==> src/rtl/qspi_fill_arbiter_if.sv <==
// Bundle of request, response and QSPI-controller signals for qspi_fill_arbiter.
//   master : arbiter side (drives req_ack, rsp_*, busy, qspi_start_read, qspi_addr)
//   slave  : requesters + controller side (drives req, req_addr, qspi_rready,
//            qspi_rvalid, qspi_rdata)
// Parameters must match those of the qspi_fill_arbiter instance using it.
interface qspi_fill_arbiter_if #(
  parameter int ADDR_W     = 24,
  parameter int LINE_WORDS = 4,
  parameter int NUM_REQ    = 2
);
  localparam int ID_W   = $clog2(NUM_REQ);
  localparam int BEAT_W = (LINE_WORDS > 1) ? $clog2(LINE_WORDS) : 1;

  logic [NUM_REQ-1:0]        req;
  logic [NUM_REQ*ADDR_W-1:0] req_addr;
  logic [NUM_REQ-1:0]        req_ack;
  logic                      rsp_valid;
  logic [ID_W-1:0]           rsp_id;
  logic [BEAT_W-1:0]         rsp_beat;
  logic                      rsp_last;
  logic [31:0]               rsp_data;
  logic                      busy;
  logic                      qspi_rready;
  logic                      qspi_start_read;
  logic [ADDR_W-1:0]         qspi_addr;
  logic                      qspi_rvalid;
  logic [31:0]               qspi_rdata;

  modport master (
    input  req, req_addr, qspi_rready, qspi_rvalid, qspi_rdata,
    output req_ack, rsp_valid, rsp_id, rsp_beat, rsp_last, rsp_data, busy,
           qspi_start_read, qspi_addr
  );

  modport slave (
    output req, req_addr, qspi_rready, qspi_rvalid, qspi_rdata,
    input  req_ack, rsp_valid, rsp_id, rsp_beat, rsp_last, rsp_data, busy,
           qspi_start_read, qspi_addr
  );
endinterface

==> src/rtl/qspi_fill_arbiter.sv <==
// Round-robin arbiter and line-fill sequencer in front of the QSPI read controller.
// Grants one of NUM_REQ requesters, issues LINE_WORDS sequential 32-bit reads from
// the line base, and returns each word tagged with requester id, beat and last flag.
// Ports:
//   clk   : clock, all logic on posedge
//   rst_n : asynchronous active-low reset
//   bus   : qspi_fill_arbiter_if.master (requests, responses, controller handshake)
module qspi_fill_arbiter #(
  parameter int ADDR_W     = 24,
  parameter int LINE_WORDS = 4,
  parameter int NUM_REQ    = 2
) (
  input logic                 clk,
  input logic                 rst_n,
  qspi_fill_arbiter_if.master bus
);
  localparam int ID_W   = $clog2(NUM_REQ);
  localparam int BEAT_W = (LINE_WORDS > 1) ? $clog2(LINE_WORDS) : 1;
  localparam logic [ADDR_W-1:0] LINE_MASK = ADDR_W'(LINE_WORDS * 4 - 1);
  localparam logic [BEAT_W-1:0] LAST_BEAT = BEAT_W'(LINE_WORDS - 1);

  typedef enum logic [1:0] {IDLE, ISSUE, WAIT} state_t;

  state_t              state, state_next;
  logic [ID_W-1:0]     prio;
  logic [ID_W-1:0]     id;
  logic [BEAT_W-1:0]   beat;
  logic [ADDR_W-1:0]   addr_q;
  logic                rsp_valid_q;
  logic [ID_W-1:0]     rsp_id_q;
  logic [BEAT_W-1:0]   rsp_beat_q;
  logic                rsp_last_q;
  logic [31:0]         rsp_data_q;

  logic                found;
  logic [ID_W-1:0]     cand;
  logic [ID_W-1:0]     grant_id;
  logic [NUM_REQ-1:0]  ack;
  logic                start_read;
  logic                last_beat;
  logic [ADDR_W-1:0]   grant_base;

  assign last_beat  = (beat == LAST_BEAT);
  assign grant_base = bus.req_addr[grant_id*ADDR_W +: ADDR_W] & ~LINE_MASK;

  always_comb begin
    state_next = state;
    found      = 1'b0;
    cand       = '0;
    grant_id   = '0;
    ack        = '0;
    start_read = 1'b0;
    // First requester at or above prio, wrapping modulo NUM_REQ.
    for (int unsigned i = 0; i < NUM_REQ; i++) begin
      cand = ID_W'((32'(prio) + i) % 32'(NUM_REQ));
      if (!found && bus.req[cand]) begin
        found    = 1'b1;
        grant_id = cand;
      end
    end
    case (state)
      IDLE: begin
        if (found) begin
          ack[grant_id] = rst_n;  // no grant may be seen while reset is asserted
          state_next    = ISSUE;
        end
      end
      ISSUE: begin
        start_read = bus.qspi_rready;
        if (bus.qspi_rready) state_next = WAIT;
      end
      WAIT: begin
        if (bus.qspi_rvalid) state_next = last_beat ? IDLE : ISSUE;
      end
      default: state_next = IDLE;
    endcase
  end

  always_ff @(posedge clk or negedge rst_n) begin
    if (!rst_n) begin
      state       <= IDLE;
      prio        <= '0;
      id          <= '0;
      beat        <= '0;
      addr_q      <= '0;
      rsp_valid_q <= 1'b0;
      rsp_id_q    <= '0;
      rsp_beat_q  <= '0;
      rsp_last_q  <= 1'b0;
      rsp_data_q  <= '0;
    end else begin
      state       <= state_next;
      rsp_valid_q <= 1'b0;
      case (state)
        IDLE: begin
          if (found) begin
            id     <= grant_id;
            beat   <= '0;
            addr_q <= grant_base;
          end
        end
        WAIT: begin
          if (bus.qspi_rvalid) begin
            rsp_valid_q <= 1'b1;
            rsp_data_q  <= bus.qspi_rdata;
            rsp_id_q    <= id;
            rsp_beat_q  <= beat;
            rsp_last_q  <= last_beat;
            if (last_beat) begin
              prio <= (id == ID_W'(NUM_REQ - 1)) ? '0 : id + 1'b1;
            end else begin
              beat   <= beat + 1'b1;
              addr_q <= addr_q + ADDR_W'(4);
            end
          end
        end
        default: ;
      endcase
    end
  end

  assign bus.req_ack         = ack;
  assign bus.qspi_start_read = start_read;
  assign bus.qspi_addr       = addr_q;
  assign bus.busy            = (state != IDLE);
  assign bus.rsp_valid       = rsp_valid_q;
  assign bus.rsp_id          = rsp_id_q;
  assign bus.rsp_beat        = rsp_beat_q;
  assign bus.rsp_last        = rsp_last_q;
  assign bus.rsp_data        = rsp_data_q;
endmodule

==> src/flat_wrapper.sv <==
// flat-port wrapper written by rule: the top's interface ports become plain ports
module qspi_fill_arbiter_flat 
#(
  parameter int ADDR_W     = 24,
  parameter int LINE_WORDS = 4,
  parameter int NUM_REQ    = 2
)
  (clk, rst_n, bus_req, bus_req_addr, bus_qspi_rready, bus_qspi_rvalid, bus_qspi_rdata, bus_req_ack, bus_rsp_valid, bus_rsp_id, bus_rsp_beat, bus_rsp_last, bus_rsp_data, bus_busy, bus_qspi_start_read, bus_qspi_addr);
  qspi_fill_arbiter_if #(.ADDR_W(ADDR_W), .LINE_WORDS(LINE_WORDS), .NUM_REQ(NUM_REQ)) bus_i ();
  input logic clk;
  input logic rst_n;
  input wire logic [$bits(bus_i.req)-1:0] bus_req;
  input wire logic [$bits(bus_i.req_addr)-1:0] bus_req_addr;
  input wire logic [$bits(bus_i.qspi_rready)-1:0] bus_qspi_rready;
  input wire logic [$bits(bus_i.qspi_rvalid)-1:0] bus_qspi_rvalid;
  input wire logic [$bits(bus_i.qspi_rdata)-1:0] bus_qspi_rdata;
  output wire logic [$bits(bus_i.req_ack)-1:0] bus_req_ack;
  output wire logic [$bits(bus_i.rsp_valid)-1:0] bus_rsp_valid;
  output wire logic [$bits(bus_i.rsp_id)-1:0] bus_rsp_id;
  output wire logic [$bits(bus_i.rsp_beat)-1:0] bus_rsp_beat;
  output wire logic [$bits(bus_i.rsp_last)-1:0] bus_rsp_last;
  output wire logic [$bits(bus_i.rsp_data)-1:0] bus_rsp_data;
  output wire logic [$bits(bus_i.busy)-1:0] bus_busy;
  output wire logic [$bits(bus_i.qspi_start_read)-1:0] bus_qspi_start_read;
  output wire logic [$bits(bus_i.qspi_addr)-1:0] bus_qspi_addr;
  assign bus_i.req = bus_req;
  assign bus_i.req_addr = bus_req_addr;
  assign bus_i.qspi_rready = bus_qspi_rready;
  assign bus_i.qspi_rvalid = bus_qspi_rvalid;
  assign bus_i.qspi_rdata = bus_qspi_rdata;
  assign bus_req_ack = bus_i.req_ack;
  assign bus_rsp_valid = bus_i.rsp_valid;
  assign bus_rsp_id = bus_i.rsp_id;
  assign bus_rsp_beat = bus_i.rsp_beat;
  assign bus_rsp_last = bus_i.rsp_last;
  assign bus_rsp_data = bus_i.rsp_data;
  assign bus_busy = bus_i.busy;
  assign bus_qspi_start_read = bus_i.qspi_start_read;
  assign bus_qspi_addr = bus_i.qspi_addr;
  qspi_fill_arbiter #(.ADDR_W(ADDR_W), .LINE_WORDS(LINE_WORDS), .NUM_REQ(NUM_REQ)) u_core (.clk(clk), .rst_n(rst_n), .bus(bus_i));
endmodule
==> config.mk <==
export PLATFORM = sky130hd
export DESIGN_NAME = qspi_fill_arbiter_flat
export DESIGN_NICKNAME = d
export VERILOG_FILES = /design/src/rtl/qspi_fill_arbiter_if.sv /design/src/rtl/qspi_fill_arbiter.sv /design/src/flat_wrapper.sv
export SDC_FILE = /design/constraint.sdc
export NUM_CORES = 1
export LEC_CHECK = 0
export ABC_AREA = 1
export CAP_MARGIN = 20
export CORE_MARGIN = 5
export CORE_UTILIZATION = 39
export CTS_CLUSTER_SIZE = 14
export DETAILED_ROUTE_END_ITERATION = 10
export HOLD_SLACK_MARGIN = 0.08
export PLACE_DENSITY = 0.78
export SLEW_MARGIN = 20
export SYNTH_ARGS = -nofsm -noshare
export SYNTH_HDL_FRONTEND = slang
export SYNTH_SLANG_ARGS = --single-unit
==> constraint.sdc <==
create_clock -name clk -period 1.35 [get_ports clk]
set_input_delay 0.27 -clock clk [delete_from_list [all_inputs] [get_ports clk]]
set_output_delay 0.27 -clock clk [all_outputs]
set_load 0.01 [all_outputs]
; Word-level counts from Yosys, hierarchy flattened
; Index checks and enable logic that the tools add are counted.
[word_totals]
latchBits = 0
ram_bits = 0
mem_bits_ro = 0
mem_count = 0
ff_bits = 67
[classes]
order_cmp = 4
n_shift = 1
muxes = 29
n_bitwise = 1
n_div = 0
reduce_logical = 11
add_sub_neg = 4
mul = 1
eq_ne = 7
[op_table]
columns = operator, count
row1 = $mux W24, 3
row2 = $pmux W24 S2, 1
row3 = $shiftx A48 B7 Y24, 1
row4 = $add A24 B3 Y24 const B, 1
row5 = $mux W2, 8
row6 = $mux W1, 14
row7 = $lt A1 B2 Y1 const B, 3
row8 = $ne A2 B2 Y1 const B, 3
row9 = $pmux W2 S3, 1
row10 = $reduce_and A3 Y1, 2
row11 = $eq A2 B2 Y1 const B, 2
row12 = $pmux W2 S2, 1
row13 = $reduce_and A2 Y1, 2
row14 = $reduce_and A4 Y1, 1
row15 = $reduce_bool A2 Y1, 2
row16 = $mul A1 B2 Y3 const B, 1
row17 = $add A1 B1 Y1 const B, 2
row18 = $add A2 B1 Y2 const B, 1
row19 = $and A2 B2 Y2, 1
row20 = $eq A2 B1 Y1 const B, 1
row21 = $logic_and A1 B1 Y1, 2
row22 = $logic_not A2 Y1, 1
row23 = $ne A2 B1 Y1 const B, 1
row24 = $demux W1 S1, 1
row25 = other kinds (2), 2

; Logic depth before layout (Yosys ltp)
; Gate-level depths: netlist of run 1.
[depth]
ltp_word = 13
ltp_mapped = 10
mapped_depth_nobuf = 9

; Worst setup path before layout of run 1
; OpenSTA, ideal clock, no wires.
[synth_timing]
kind = reg-to-reg
start = register u_core.addr_q[2] (netlist: u_core.bus.qspi_addr[2])
end = register u_core.addr_q[22] (netlist: u_core.bus.qspi_addr[22])
t_required_ns = 1.272
setup_ns = 0.078
arrival_time_ns = 1.374
path_slack_ns = -0.102
path_buffers = 0
stages_incl_launch_ff = 10
path_cell_list = dfrtp_1 > ha_1 > nand2_1 > nor2_2 > nand2_1 > nor2_1 > nand2_1 > nand2_1 > nand3_1 > a21boi_1
[synth_via]
elab_chain_len = 4
[synth_rtl]
columns = item, line
row1 = from (decl), qspi_fill_arbiter.sv:28  ; logic [ADDR_W-1:0] addr_q;
row2 = from (signal assigned), qspi_fill_arbiter.sv:99  ; addr_q <= grant_base;
row3 = from (signal assigned), qspi_fill_arbiter.sv:113  ; addr_q <= addr_q + ADDR_W'(4);
row4 = $add A24 B3 Y24, qspi_fill_arbiter.sv:113
row5 = $mux W24, qspi_fill_arbiter.sv:109  ; if (last_beat) begin
row6 = $mux W24, qspi_fill_arbiter.sv:103  ; if (bus.qspi_rvalid) begin
row7 = $pmux W24 S2, qspi_fill_arbiter.sv:94  ; case (state)
; Every way passes these cells. The select of a mux whose other input is x is not followed.
; A chain may end at the register's enable or synchronous reset.

; Final worst setup path of run 1
[layout_timing]
start = register u_core.state[1]
end = register u_core.addr_q[19] (netlist: u_core.bus.qspi_addr[19])
[layout_via]
elab_chain_len = 3
elab_cells_between_ends = 8
classes_between = 4 x eq/ne / 1 x mux / 3 x reduce/logical
[layout_rtl]
columns = item, line
row1 = from (decl), qspi_fill_arbiter.sv:24  ; state_t state, state_next;
row2 = from (signal assigned), qspi_fill_arbiter.sv:92  ; state <= state_next;
row3 = $eq A2 B2 Y1 / $logic_not A2 Y1 (equally long branches), qspi_fill_arbiter.sv:94
row4 = $ne A2 B2 Y1 (no line) (tied with other cells), n/a
row5 = $reduce_and A4 Y1 (no line), n/a
; Parallel ways exist; a longest one is shown, timed or not.

==> results.md, run 1 <==
* Fin cells at 817
* Post-synth EDFFs at 0
* Fillers at ~680
* Smallest hold slack at 0.1767 ns
* Fmax at 619.6 MHz
* Final antenna-violating net count at 0
* CP endpoint kind: flop
* Seq/Total Area, Yosys at 45.95%
* Crit start category: flop
* Initial antenna violation count at 0
* Power density cells at 1979 nW/um^2
* Post-Route Utilization at around 70%
* Number of synthesis warnings at 0
* Synth Instances at 499
* WL per Instance at 14.98 microns
* Int Power at 7.050 mW
* Req. time, crit path at about 1.6 ns
* Seq pwr share at 29.1%
* Placed Cells at 774
* Initial cell density of the core at 40.39%
* Worst reg2reg setup slack at -0.26 ns
* Primary FF master, synth: dfrtp_1
* # IOs at 151
* Status: complete, but fails checks
* Setup Crit Path Kind: reg2reg
* Layout Nets at 792
* Longest Clk Path Bufs at 2
* Vias in the first global route at 3862
* H-tree depth at 3
* Num CTS Buffers at 9
* Switch Pwr at a little under 5 mW
* Layout area overhead at 71.26%
* Clk pwr share at 13.9%
* Initial DRC count at 193
* Final hold viol count at 0
* Post-route clock period utilization at 119.6%
* CTS tree: yes
* Total track usage at between 10% and 20%
* Placer Congestion at 0.8682
* Worst IR Drop VDD at 0.8814 mV
* Maximum number of pins on one net before global-route repair at 66
* Max Cap Violations at 0
* First-pass GRT wire length at approximately 18 mm
* Mean Syn Cell Area at between 7 and 8 sq um
* Routed WL at 12.24 mm
* Core ar. at 8763 sq um
* Slew at the pin closest to its max-slew limit at between 0.8 and 0.9 ns
* TritonRoute pass-1 iters at 5
* Unrepaired setup endpoints after global routing: yes
* Vias at 4074
* Chip Width at 105.3 microns
* Fin. max-slew vios at 0
* FFs w/ async S/R, synth at 100.0%
* Switching share of power at 41.24%
* Period minus WS final at ~1.6 ns
* HPWL after DPL at 8.309 mm
* Failing checks: setup timing
* Clk_skew at 0.01072 ns
* Post-place instance area at 5368 sq um
* Total power at 12.00 mW
* Ant diodes at 0
* Remaining routing DRC violations at 0
* # setup viols final at 67
* Critical Path AT at 1.84 ns
* CTS hold repair buffers at 0
* CTS Root Cell: clkbuf_8
* Crit-path max FO at 8
* Die ar. at 11080 sq um
* Yosys cell types at 25
* Rows at 34
* Share of layout cells above drive strength 1 at 23.98%
* Setup slack after layout at -0.2641 ns
* Remaining Overflow, GRT at 0
* Skew-Pair Late Insertion Delay at 0.34 ns
* Cell area after layout at 6062 sq um
* Hold crit path type: in2async
* Logic pwr share at 57.0%
* Max-slew headroom at 44.88%
* FF+latch count, synth at 65
* Die Ht at ~110 microns
* Mapped Area at between 3000 and 4000 sq um
* Count of buffers from port buffering at 140
* CTS clk-pin slew, worst paths at 0.07 ns
* Vias per cell at 4.987
* Leakage Power at 3.056 nW
* FF-to-FF path depth at 10
* CTS Sinks at 65
==> synthesized netlist by cell type, types with 2 or more instances <==
library cell / n / area share [%]
buf_2: 7 / 0.99
clkbuf_1: 3 / 0.32
inv_1: 38 / 4.0
nor2_1: 37 / 3.9
a21oi_1: 21 / 3.0
ha_1: 2 / 0.71
buf_6: 7 / 2.2
a21boi_1: 4 / 0.85
o21ai_1: 8 / 1.1
o21ai_0: 36 / 5.1
nand3_1: 29 / 4.1
nand2_1: 219 / 23
o22ai_1: 2 / 0.35
nor2_2: 5 / 0.88
dfrtp_1: 65 / 46
inv_2: 4 / 0.42
buf_4: 4 / 0.85
==> per-stage QoR <==
step                setup TNS (ns)  setup slack (ns)
finish                      -10.84           -0.2641
global route                -15.58           -0.3415
CTS                         -13.21           -0.2714
detailed placement          -21.93           -0.6916
global placement            -20.26           -0.6005
floorplan                 -0.07774          -0.03224
==> power groups by stage <==
stage,Clock (mW),Combinational [mW],Sequential (mW)
6_report,1.67,6.84,3.49
5_1_grt,1.78,7.43,3.59
4_1_cts,1.69,5.78,3.46
3_5_place_dp,0,5.93,3.53
3_3_place_gp,0,5.77,3.51
2_1_floorplan,0,2.33,3.88
==> layer usage <==
| metal | GRT usage [%] | share of wire (%) | up-vias |
|---|---|---|---|
| met5 | 0 | 0 | - |
| met1 | 24.31 | 39 | 1882 |
| li1 | - | - | 1972 |
| met4 | 6.667 | 1.8 | 0 |
| met3 | 4.523 | 8.1 | 32 |
| met2 | 34.00 | 51 | 188 |
==> cells in the final DEF, fill, tap and decap left out, drive strengths merged <==
cell / Yosys / routed
clkdlybuf4s50: 0 / 75
nor2: 43 / 43
bufinv: 0 / 1
a22oi: 1 / 1
clkdlybuf4s15: 0 / 11
nand3: 30 / 30
clkbuf: 3 / 16
a21boi: 4 / 4
dlymetal6s2s: 0 / 1
clkinv: 0 / 2
nand2: 221 / 221
inv: 42 / 42
dfrtp: 65 / 65
conb: 1 / 2
a21oi: 21 / 21
clkinvlp: 0 / 2
dlygate4sd2: 0 / 44
nand4: 1 / 1
buf: 18 / 78
ha: 2 / 2
nor4: 1 / 1
o22ai: 2 / 2
o21ai: 44 / 44
==> what timing repair did <==
item                       CTS  global route
pin swaps                    4            21
resized for setup          111            87
setup buffers               13            12
setup endpoints to repair  126            74
gates cloned                 0             3
==> cell type report <==
type	count	area (sq um)	share of cell area [%]
inverters	42	165.2	2.724
flip-flops and latches	65	1630	26.89
well taps	108	135.1	2.229
clock inverters	5	55.05	0.9082
multi-input cells	372	1874	30.92
clock buffers	11	141.4	2.332
repair buffers	214	2061	33.99
==> path summary, 6_finish.rpt <==
check | from | end
worst min-delay path | rst_n | u_core.bus.rsp_data[26]
worst max-delay path | u_core.state[1] | u_core.bus.qspi_addr[19]
max in group asynchronous | rst_n | u_core.bus.qspi_addr[4]
min in group clk | bus_qspi_rdata[29] | u_core.bus.rsp_data[29]
worst min register to register | u_core.bus.rsp_data[2] | u_core.bus.rsp_data[2]
worst max register to register | u_core.state[1] | u_core.bus.qspi_addr[19]
==> logic make-up after synthesis <==
family	Yosys count	synth area share, %
other	1	0.1059
DFF	65	45.95
and+or+nand+nor	296	33.79
adders and majority gates	2	0.7069
buffers and inverters	63	8.837
AOI/OAI and AO/OA	72	10.60
==> critical path, cell delays in order (launching register included) <==
cell,delay [ns]
dfrtp_1,0.41
buf_6,0.14
inv_4,0.04
buf_6,0.09
nor2_4,0.04
buf_6,0.11
nand2_4,0.06
nand3_4,0.17
clkbuf_16,0.24
a21oi_4,0.12
a21oi_1,0.07
==> state kept, by name (all words and copies together) (netlist names) <==
name and cells:
u_core.bus.rsp_valid 1, u_core.bus.rsp_last 1, u_core.prio 1, u_core.beat 2
u_core.bus.rsp_id 1, u_core.bus.rsp_data 32, u_core.id 1, u_core.state 2
u_core.bus.rsp_beat 2, u_core.bus.qspi_addr 22
Power figures use the tool's default switching activity.
==> run 2, diff against run 1 <==
==> constraint.sdc (replaced) <==
create_clock -name clk -period 1.41 [get_ports clk]
set_input_delay 0.282 -clock clk [delete_from_list [all_inputs] [get_ports clk]]
set_output_delay 0.282 -clock clk [all_outputs]
set_load 0.01 [all_outputs]
==> run 2 against run 1 <==
The run still ends with setup timing left; clock power down 4%; first-iteration DRC count rose by 7.8%; combinational power increased by 2.9%; critical endpoint is now u_core.bus.rsp_beat[1]; non-clock buffer count fell by 7; sequential power hardly changed; flip-flop and latch count unchanged; power rose by 0.91%; global-route usage up 3.3 points; register-to-register slack is essentially flat; clock skew is 0.0021 ns higher; fmax down 3.2%.
==> results.md, run 2 (synthesized netlist as in run 1, its figures left out) <==
* Fin. max-slew vios at 0 (unchanged)
* Die ar. at 11080 sq um (unchanged)
* Placed Cells at 760 (-1.8%)
* WL per Instance at 17.14 microns (+14%)
* Layout Nets at 785 (-0.88%)
* Initial antenna violation count at 0 (unchanged)
* Initial cell density of the core at 40.39% (unchanged)
* Crit start category: flop
* Core ar. at 8763 sq um (unchanged)
* Fmax at 600.0 MHz (-3.2%)
* Status: complete, but fails checks
* Power density cells at 1886 nW/um^2 (-4.7%)
* CTS Root Cell: clkbuf_8
* Slew at the pin closest to its max-slew limit at 0.8472 ns (+0.02035 ns)
* Maximum number of pins on one net before global-route repair at 66 (unchanged)
* Post-Place Worst Slack at -0.6001 ns (+0.09146 ns)
* Vias in the first global route at 4125 (+6.8%)
* Critical Path AT at 1.90 ns (+0.06 ns)
* Remaining routing DRC violations at 0 (unchanged)
* Routed WL at 13.88 mm (+13%)
* Post-route clock period utilization at 118.2% (-1.4 points)
* Crit-path max FO at 8 (unchanged)
* Count of buffers from port buffering at 140 (unchanged)
* Vias per cell at 5.130 (+2.9%)
* Vias at 4155 (+2.0%)
* Die Ht at 105.3 microns (unchanged)
* Unrepaired setup endpoints after global routing: yes
* Commonest non-fill, non-tap cell in the layout: nand2_1
* Final hold viol count at 0 (unchanged)
* H-tree depth at 3 (unchanged)
* Longest Clk Path Bufs at 2 (unchanged)
* Num CTS Buffers at 9 (unchanged)
* CTS hold repair buffers at 0 (unchanged)
* Setup slack after layout at -0.2566 ns (+0.007443 ns)
* Skew-Pair Late Insertion Delay at 0.34 ns (about the same)
* Total track usage at 23.03% (+3.3 points)
* Period minus WS final at 1.667 ns (+0.05256 ns)
* Max Cap Violations at 0 (unchanged)
* # setup viols final at 67 (unchanged)
* Failing checks: setup timing
* CTS Sinks at 65 (unchanged)
* Initial DRC count at 208 (+7.8%)
* Most frequent cells in the layout: nand2_1 (139), clkdlybuf4s50_1 (76), dfrtp_1 (61)
* CTS tree: yes
* Req. time, crit path at 1.64 ns (+0.06 ns)
* Worst IR Drop VDD at 0.8595 mV (-2.5%)
* Final antenna-violating net count at 0 (unchanged)
* CP endpoint kind: flop
* Setup Crit Path Kind: reg2reg
* Fin cells at 810 (-0.86%)
* Rows at 34 (unchanged)
* Hold crit path type: in2async
* TNS Setup at -10.79 ns (+0.05010 ns)
* Max-slew headroom at 43.52% (-1.4 points)
* First-pass GRT wire length at 20.78 mm (+15%)
* Chip Width at 105.3 microns (unchanged)
* TritonRoute pass-1 iters at 4 (-1)
* Layout area overhead at 81.34%
* # IOs at 151 (unchanged)
* Max reg flops at 32 (unchanged)
* Leakage Power at 3.194 nW (+4.5%)
* HPWL after DPL at 8.235 mm (-0.90%)
* Remaining Overflow, GRT at 0 (unchanged)
* Ant diodes at 0 (unchanged)
* CTS clk-pin slew, worst paths at 0.08 ns (about the same)
* Share of layout cells above drive strength 1 at 32.34% (+8.4 points)
* Clk_skew at 0.01280 ns (+0.002080 ns)
* Placer Congestion at 0.8849 (+1.9%)
[run 2: cell type report]
class	instances	area, sq um
clock inverter	6	68.82
sequential	65	1632
tap	108	135.1
multi-input combinational	372	2096
inverter	42	186.4
timing repair buffer	207	2173
fill	653	2345
clock buffer	10	127.6
[run 2: final timing paths]
kind / startpoint / endpoint / slack, ns / depth (start not counted)
hold / removal: rst_n / u_core.id / 0.15 / 2
hold reg to reg: u_core.bus.rsp_id / u_core.bus.rsp_id / 0.48 / 2
max in group asynchronous: rst_n / u_core.bus.qspi_addr[12] / 0.65 / 2
setup / recovery: u_core.state[1] / u_core.bus.rsp_beat[1] / -0.26 / 12
min in group clk: u_core.bus.rsp_id / u_core.bus.rsp_id / 0.48 / 2
setup reg to reg: u_core.state[1] / u_core.bus.rsp_beat[1] / -0.26 / 12
[run 2: power by group]
group / internal [mW] / switching [mW]
Sequential: 2.72 / 0.742
Clock: 0.820 / 0.785
Combinational: 3.38 / 3.66
[run 2: per-stage QoR]
stage / cell area, sq um / total power [mW] / hold slack [ns] / utilization, %
after floorplan: 3551 / 5.924 / -0.01359 / -
after global placement: 5241 / 8.635 / 0.4536 / 59.81
after detailed placement: 5241 / 8.847 / 0.4597 / 59.81
after CTS: 5894 / 10.91 / 0.1629 / 67.26
after global routing: 6419 / 12.85 / 0.2170 / 73.24
final: 6419 / 12.11 / 0.1524 / 73.24
[run 2: timing repair]
item | in CTS | in global routing
resized for setup | 145 | 147
gates cloned | 8 | 6
pin swaps | 8 | 45
buffers inserted | 28 | 8
setup endpoints to repair | 124 | 70
[run 2: metal layers]
layer / track usage (%) / routed length (microns)
met1: 28.35 / 5436
met2: 39.72 / 7316
met3: 5.623 / 946
met4: 7.123 / 181
met5: 0 / 0
[run 2: worst max-delay path, stage by stage, from the launching register on]
cell     delay [ns]
dfrtp_1        0.39
buf_6          0.12
inv_4          0.03
buf_6          0.11
nor2_4         0.14
inv_4          0.06
nor2_4         0.15
buf_12         0.14
inv_16         0.05
buf_4          0.12
buf_4          0.14
nand2_2        0.06
o21ai_2        0.05
==> run 3, diff against run 2 <==
--- a/config.mk
+++ b/config.mk
@@ -8,11 +8,12 @@
 export ABC_AREA = 1
 export CAP_MARGIN = 20
 export CORE_MARGIN = 5
-export CORE_UTILIZATION = 39
+export CORE_UTILIZATION = 46
 export CTS_CLUSTER_SIZE = 14
 export DETAILED_ROUTE_END_ITERATION = 10
 export HOLD_SLACK_MARGIN = 0.08
-export PLACE_DENSITY = 0.78
+export MAX_ROUTING_LAYER = met4
+export PLACE_DENSITY = 0.86
 export SLEW_MARGIN = 20
 export SYNTH_ARGS = -nofsm -noshare
 export SYNTH_HDL_FRONTEND = slang
==> constraint.sdc (replaced) <==
create_clock -name clk -period 2 [get_ports clk]
set_input_delay 0.4 -clock clk [delete_from_list [all_inputs] [get_ports clk]]
set_output_delay 0.4 -clock clk [all_outputs]
set_load 0.01 [all_outputs]
==> run 3 against run 2 <==
The run now ends clean; combinational power is 50% lower; largest power group unchanged; global-route usage is 0.59 points lower; design area is 18% lower; worst setup slack better by 0.30 ns; non-clock buffer count is 53 lower; cell count is 7.3% lower; power is 42% lower; clock skew is 0.0032 ns lower; routed wire length is 25% lower.
==> results.md, run 3 (synthesized netlist as in run 1, its figures left out) <==
* Remaining Overflow, GRT at 0 (unchanged)
* Post-Place Worst Slack at -0.3844 ns (+0.2157 ns)
* Die Ht at 97.72 microns (-7.2%)
* Period minus WS final at 1.952 ns
* Critical Path AT at 1.55 ns (-0.35 ns)
* CTS clk-pin slew, worst paths at 0.07 ns (about the same)
* H-tree depth at 3 (unchanged)
* Most frequent cells in the layout: nand2_1 (219), clkdlybuf4s50_1 (135), dfrtp_1 (65)
* Setup slack after layout at 0.04828 ns (+0.3049 ns)
* Setup Crit Path Kind: in2out
* Vias per cell at 5.045 (-1.6%)
* Vias at 3789 (-8.8%)
* Clk_skew at 0.009576 ns (-0.003222 ns)
* Slowest cell on crit path: clkdlybuf4s50_1
* Hold crit path type: in2async
* Power density cells at 1348 nW/um^2 (-29%)
* Max stage delay on crit path at 0.45 ns (+0.06 ns)
* Routed WL at 10.43 mm (-25%)
* Vias in the first global route at 3702 (-10%)
* Initial cell density of the core at 46.53% (+6.1 points)
* CTS Sinks at 65 (unchanged)
* Crit start category: input port
* Status: finished, final reports clean
* Worst setup startpoint: bus_req[0]
* Slew at the pin closest to its max-slew limit at 0.8371 ns (-0.01006 ns)
* Commonest non-fill, non-tap cell in the layout: nand2_1
* CTS Root Cell: clkbuf_8
* Ant diodes at 0 (unchanged)
* Share of layout cells above drive strength 1 at 7.396% (-25 points)
* CP endpoint kind: primary output
* CTS hold repair buffers at 0 (unchanged)
* Worst path cell trace: clkdlybuf4s50_1 > a21oi_2 > nand2_1 > nor2_1 > clkdlybuf4s15_2
* Layout Nets at 732 (-6.8%)
* Rows at 32 (-5.9%)
* Final hold viol count at 0 (unchanged)
* Placed Cells at 734 (-3.4%)
* Req. time, crit path at 1.60 ns (-0.04 ns)
* Reg-to-reg startpoint: u_core.state[1]
* Layout area overhead at 48.29%
* Total track usage at 22.44% (-0.59 points)
* Crit-path max FO at 3 (-5)
* Chip Width at 97.72 microns (-7.2%)
* WL per Instance at 13.88 microns (-19%)
* Longest Clk Path Bufs at 2 (unchanged)
* Maximum number of pins on one net before global-route repair at 66 (unchanged)
* Num CTS Buffers at 9 (unchanged)
* TNS Setup at 0 ns (+10.79 ns)
* Fin cells at 751 (-7.3%)
* Placer Congestion at 0.8679 (-1.9%)
* Smallest hold slack at 0.2905 ns (+0.1382 ns)
* Max-slew headroom at 44.19% (+0.67 points)
* Count of buffers from port buffering at 140 (unchanged)
* Die ar. at 9549 sq um (-14%)
* Leakage Power at 2.529 nW (-21%)
* HPWL after DPL at 7.708 mm (-6.4%)
* Post-route clock period utilization at a little over nine tenths
* Fmax at 512.4 MHz
* CP bufs+invs at 2 (-6)
* CP delay by family, top: buffers and inverters
* Initial DRC count at 146 (-30%)
* Core ar. at 7607 sq um (-13%)
* # IOs at 151 (unchanged)
* Max reg flops at 32 (unchanged)
* Skew-Pair Late Insertion Delay at 0.33 ns (about the same)
* Max Cap Violations at 0 (unchanged)
* Remaining routing DRC violations at 0 (unchanged)
* Initial antenna violation count at 0 (unchanged)
* Worst IR Drop VDD at 0.6109 mV (-29%)
* Fin. max-slew vios at 0 (unchanged)
* Post-Route Utilization at 69.00% (-4.2 points)
* TritonRoute pass-1 iters at 6 (+2)
* # setup viols final at 0 (-100%)
* First-pass GRT wire length at 17.10 mm (-18%)
* CTS tree: yes
* Final antenna-violating net count at 0 (unchanged)
[run 3: cell types whose count changed in the layout (fill, tap and decap cells not counted), sizes merged]
cell	previous run	this run
dlymetal6s2s	0	1
dlygate4sd2	56	1
clkinvlp	4	2
clkinv	1	2
buf	68	15
clkdlybuf4s50	76	135
clkbuf	16	12
[run 3: timing repair]
item / 4_1_cts / 5_1_grt
buffers inserted: 0 / 1
hold endpoints to repair: 0 / 0
gates resized for setup: 7 / 4
setup endpoints to repair: 3 / 2
[run 3: report_power, final]
part / internal [mW] / switching, mW / total (mW)
clock: 0.606 / 0.498 / 1.10
combinational: 1.74 / 1.80 / 3.55
sequential: 1.91 / 0.515 / 2.42
total: 4.26 / 2.82 / 7.07
[run 3: through the flow]
stage	power, mW	instance area, sq um
after global placement	5.856	5035
after global routing	7.592	5249
final	7.073	5249
after detailed placement	5.978	5035
after CTS	7.108	5236
after floorplan	4.168	3543
[run 3: cell type report]
cell class | count | area (sq um)
Inverter | 42 | 157.7
Fill cell | 624 | 2359
Sequential cell | 65 | 1627
Timing Repair Buffer | 154 | 1524
Clock buffer | 11 | 141.4
Tap cell | 102 | 127.6
Multi-Input combinational cell | 372 | 1617
Clock inverter | 5 | 55.05
[run 3: final timing paths]
path	endpoint	cells after the start	slack [ns]
worst max-delay path	bus_req_ack[1]	5	0.05
worst min-delay path	u_core.bus.qspi_addr[17]	2	0.29
worst max register to register	u_core.bus.rsp_data[14]	8	0.20
worst min register to register	u_core.bus.rsp_data[16]	2	0.47
max in group asynchronous	u_core.bus.qspi_addr[9]	2	1.15
min in group clk	u_core.bus.rsp_data[16]	2	0.47
[run 3: metal layers]
layer	vias up	global-route usage [%]	part of all wire (%)
met1	1746	27.72	43
met4	0	7.668	1.1
met5	-	-	0
met2	182	36.85	48
met3	14	4.451	8.2
li1	1847	-	-
==> RTL change 1: new RTL, config.mk and constraints of run 1 <==
`ADDR_W` is set to 24 in 3 places; all go to 12.
--- a/src/rtl/qspi_fill_arbiter_if.sv
+++ b/src/rtl/qspi_fill_arbiter_if.sv
@@ -4,7 +4,7 @@
 //            qspi_rvalid, qspi_rdata)
 // Parameters must match those of the qspi_fill_arbiter instance using it.
 interface qspi_fill_arbiter_if #(
-  parameter int ADDR_W     = 24,
+  parameter int ADDR_W     = 12,
   parameter int LINE_WORDS = 4,
   parameter int NUM_REQ    = 2
 );
--- a/src/rtl/qspi_fill_arbiter.sv
+++ b/src/rtl/qspi_fill_arbiter.sv
@@ -6,7 +6,7 @@
 //   rst_n : asynchronous active-low reset
 //   bus   : qspi_fill_arbiter_if.master (requests, responses, controller handshake)
 module qspi_fill_arbiter #(
-  parameter int ADDR_W     = 24,
+  parameter int ADDR_W     = 12,
   parameter int LINE_WORDS = 4,
   parameter int NUM_REQ    = 2
 ) (
--- a/src/flat_wrapper.sv
+++ b/src/flat_wrapper.sv
@@ -1,7 +1,7 @@
 // flat-port wrapper written by rule: the top's interface ports become plain ports
 module qspi_fill_arbiter_flat 
 #(
-  parameter int ADDR_W     = 24,
+  parameter int ADDR_W     = 12,
   parameter int LINE_WORDS = 4,
   parameter int NUM_REQ    = 2
 )
Ports: changed (resized bus_qspi_addr and bus_req_addr); port bits go from 151 to 115. The function was not compared with the original's and may differ.
==> RTL change 1 against run 1 <==
  * The run still ends with setup timing left
  * Non-clock buffer count fell by 75
  * Clock skew fell by 0.0037 ns
  * Total power fell by 32%
  * Clock power fell by 48%
  * Critical path depth fell by 6
  * Cell area fell by 27%
  * Synthesized area fell by 28%
  * Sequential cell count fell by 12
  * Sequential power fell by 18%
  * Routed wire length fell by 35%
  * Setup slack improved by 0.00079 ns
  * Critical endpoint is now bus_req_ack[0]
==> RTL change 1: results (changes against run 1) <==
post_cts resized - 80 (-28%)
post-CTS setup buffers - 6 (-7)
peak supply drop - 944 µV (+7.1%)
GRT Overall Usage - 0.171 (-0.0269)
# placed instances - 514 (-34%)
TNS Setup - -4.26 ns (+6.59 ns)
Seq power - 0.00285 W (-18%)
CP endpoint - bus_req_ack[0]
failing checks - setup timing
Final Util - 0.699 (+0.00756)
final setup vio count - 45 (-33%)
CP Max Fanout - 2 (-6)
synthesized-area fraction occupied by adder cells - 0.00986 (+0.00279)
Worst Skew - 0.00703 ns (-0.00369 ns)
sequential area share after synthesis - 0.523 (+0.0632)
P_comb - 0.00449 W (-34%)
status - complete, but fails checks
Critical Path Source - u_core.state[0]
post-place setup slack - -0.691 ns (+0.000827 ns)
TritonCTS buffer count - 5 (-4)
Vias/cell - 4.86 (-2.6%)
Reg-to-Reg End - u_core.bus.rsp_data[19]
vias in the first global route - 2406 (-38%)
first-pass GRT wire length - 11700 µm (-36%)
delay-heaviest family, CP - flip-flops
share of layout cells above drive strength 1 - 0.328 (+0.0885)
leakage dissipation - 2.27 nW (-26%)
largest net degree at the start of global routing - 54 (-18%)
combinational fraction of design power - 0.547 (-0.023)
relative slew slack - 0.542 (+0.0931)
Unique masters post-synth - 28 (+12%)
nets - 523 (-34%)
Fill cells - 516 (-24%)
PnR worst setup slack - -0.263 ns (+0.000787 ns)
H-tree Lvls - 2 (-1)
R2R cell count - 9 (-1)
Clock transition at path regs - 0.09 ns (+0.02 ns)
Hold Slack - 0.119 ns (-0.0580 ns)
worst-skew pair later-pin latency - 0.30 ns (-0.04 ns)
most frequent cells after synthesis - nand2_1, dfrtp_1, nor2_1, inv_1, o21ai_0
Mapped Avg Cell Area - 7.88 µm² (+11%)
port buffer count - 104 (-26%)
Final Wtd Congestion - 0.820 (-5.5%)
final wirelength - 7930 µm (-35%)
dpl cell area - 3760 µm² (-30%)
compound-gate portion of the synthesized area - 0.0602 (-0.0459)
Arrival @ worst endpoint - 1.34 ns (-0.50 ns)
-- RTL change 1: changes by cell type after synthesis, moves of 14 or more --
cell and change:
nand2_1 -58, o21ai_0 -22, a21oi_1 -18, inv_1 -18, nand3_1 -17, nor2_1 -14
-- RTL change 1: final cells by class --
| cell class | instances | area share |
|---|---|---|
| clock inverter | 1 | 0.00169 |
| clock buffer | 7 | 0.0172 |
| timing repair inverter | 1 | 0.00141 |
| timing repair buffer | 139 | 0.313 |
| sequential | 53 | 0.299 |
| multi-input combinational | 235 | 0.321 |
| tap | 77 | 0.0217 |
| inverter | 24 | 0.0248 |
-- RTL change 1: layer usage --
metal	up-vias	wire length [µm]	GRT usage
li1	1264	-	-
met1	1211	3170	0.211
met2	111	4050	0.293
met3	23	553	0.0517
met4	0	150	0.0347
met5	-	0	0
-- RTL change 1: kinds of logic after synthesis --
kind of cell,count (synthesis)
DFF,53
buffers and inverters,36
other,1
adders and majority gates,2
and+or+nand+nor,204
AOI/OAI and AO/OA,26
==> RTL change 2: new RTL, flow settings as in run 1 <==
Without the edit above. The 3 states of `state_t` get a one-hot encoding in 3 bits.
--- a/src/rtl/qspi_fill_arbiter.sv
+++ b/src/rtl/qspi_fill_arbiter.sv
@@ -19,7 +19,7 @@
   localparam logic [ADDR_W-1:0] LINE_MASK = ADDR_W'(LINE_WORDS * 4 - 1);
   localparam logic [BEAT_W-1:0] LAST_BEAT = BEAT_W'(LINE_WORDS - 1);
 
-  typedef enum logic [1:0] {IDLE, ISSUE, WAIT} state_t;
+  typedef enum logic [2:0] {IDLE = 3'b001, ISSUE = 3'b010, WAIT = 3'b100} state_t;
 
   state_t              state, state_next;
   logic [ID_W-1:0]     prio;
Formal check against the unedited RTL: no difference found for any inputs over 10 cycles, from zero or initial values and one cycle with rst_n low; not proved beyond that.
==> RTL change 2 against run 1 <==
  * The run still ends with setup timing left
  * Total power grew 0.81%
  * Routed wire length grew 7.5%
  * Synthesized area grew 1.2%
  * Worst hold slack lost 0.040 ns
  * Core utilization shrank 0.34 points
  * Cell area grew 3.4%
  * Global-route usage grew 2.7 points
  * Setup slack lost 0.056 ns
  * Sequential cell count grew 1
  * Highest routed layer unchanged
==> RTL change 2: results (changes against run 1) <==
final setup vio count - 68 (+1.5%)
dpl cell area - 5470 µm² (+1.8%)
Non-clock buffers - 231 (+7.9%)
CP max-delay cell - dfstp_2
Reg2Reg Launch Point - u_core.state[0]
first-pass GRT wire length - 20000 µm (+10%)
area of the multi-input gates - 1840 µm² (-1.8%)
ClkCell Share - 0.0349 (+0.00252)
Reg area - 1660 µm² (+1.7%)
WS Path Type - flip-flop to output port
Clock buffer cells - 10 (-1)
nets - 812 (+2.5%)
DRT iter0 DRCs - 300 (+55%)
Unique masters post-synth - 36 (+44%)
PnR worst setup slack - -0.320 ns (-0.0556 ns)
compound-gate portion of the synthesized area - 0.101 (-0.00475)
relative slew slack - 0.434 (-0.0145)
final wirelength - 13200 µm (+7.5%)
status - complete, but fails checks
Worst path max stage delay - 0.57 ns (+0.16 ns)
peak supply drop - 860 µV (-2.4%)
failing checks - setup timing
post-CTS setup buffers - 28 (+15)
number of non-clock inverters - 38 (-9.5%)
GRT Overall Usage - 0.225 (+0.0275)
Worst Skew - 0.0113 ns (+0.000570 ns)
most frequent cells after synthesis - nand2_1, nor2_1, dfrtp_1, inv_1, o21ai_0
fin cells - 840 (+2.8%)
==> RTL change 2: cell types whose count changed after synthesis, sizes merged, moves of 4 or more <==
cell / before / now
nor2: 43 / 91
inv: 42 / 35
a21boi: 4 / 0
nand2: 221 / 187
a21oi: 21 / 14
o21ai: 44 / 39
==> RTL change 2: how the worst min path moves through the flow <==
| stage | start | end | slack, ns | cells past startpoint |
|---|---|---|---|---|
| after floorplan | rst_n | u_core.beat[0] | -0.03 | 0 |
| after global placement | u_core.bus.rsp_data[25] | u_core.bus.rsp_data[25] | 0.45 | 2 |
| after detailed placement | u_core.bus.rsp_data[11] | u_core.bus.rsp_data[11] | 0.46 | 2 |
| after CTS | rst_n | u_core.bus.rsp_data[27] | 0.16 | 2 |
| after global routing | rst_n | u_core.bus.rsp_data[0] | 0.20 | 2 |
| final | rst_n | u_core.bus.rsp_data[28] | 0.14 | 2 |
==> RTL change 2: layer usage <==
layer | GRT usage | vias up
met5 | 0 | -
met4 | 0.0749 | 0
met3 | 0.0453 | 22
met2 | 0.415 | 193
met1 | 0.258 | 1993
li1 | - | 2022
==> RTL change 2: power by group through the flow <==
stage | Clock, W | Combinational (W) | Sequential, W
finish | 0.00187 | 0.00684 | 0.00338
floorplan | 0 | 0.00226 | 0.00392
detailed placement | 0 | 0.00575 | 0.00358
global route | 0.00198 | 0.00740 | 0.00348
global placement | 0 | 0.00559 | 0.00354
CTS | 0.00189 | 0.00650 | 0.00336
==> RTL change 2: kinds of logic (layout without fill, tap and decap cells) <==
| group | count (synthesis) | in the layout |
|---|---|---|
| flip-flops | 66 | 66 |
| AO/OA/AOI/OAI | 62 | 62 |
| other | 1 | 2 |
| buffers and inverters | 55 | 285 |
| XOR/XNOR | 2 | 2 |
| AND/OR/NAND/NOR | 310 | 310 |
| adder cells (fa/ha/maj) | 2 | 2 |
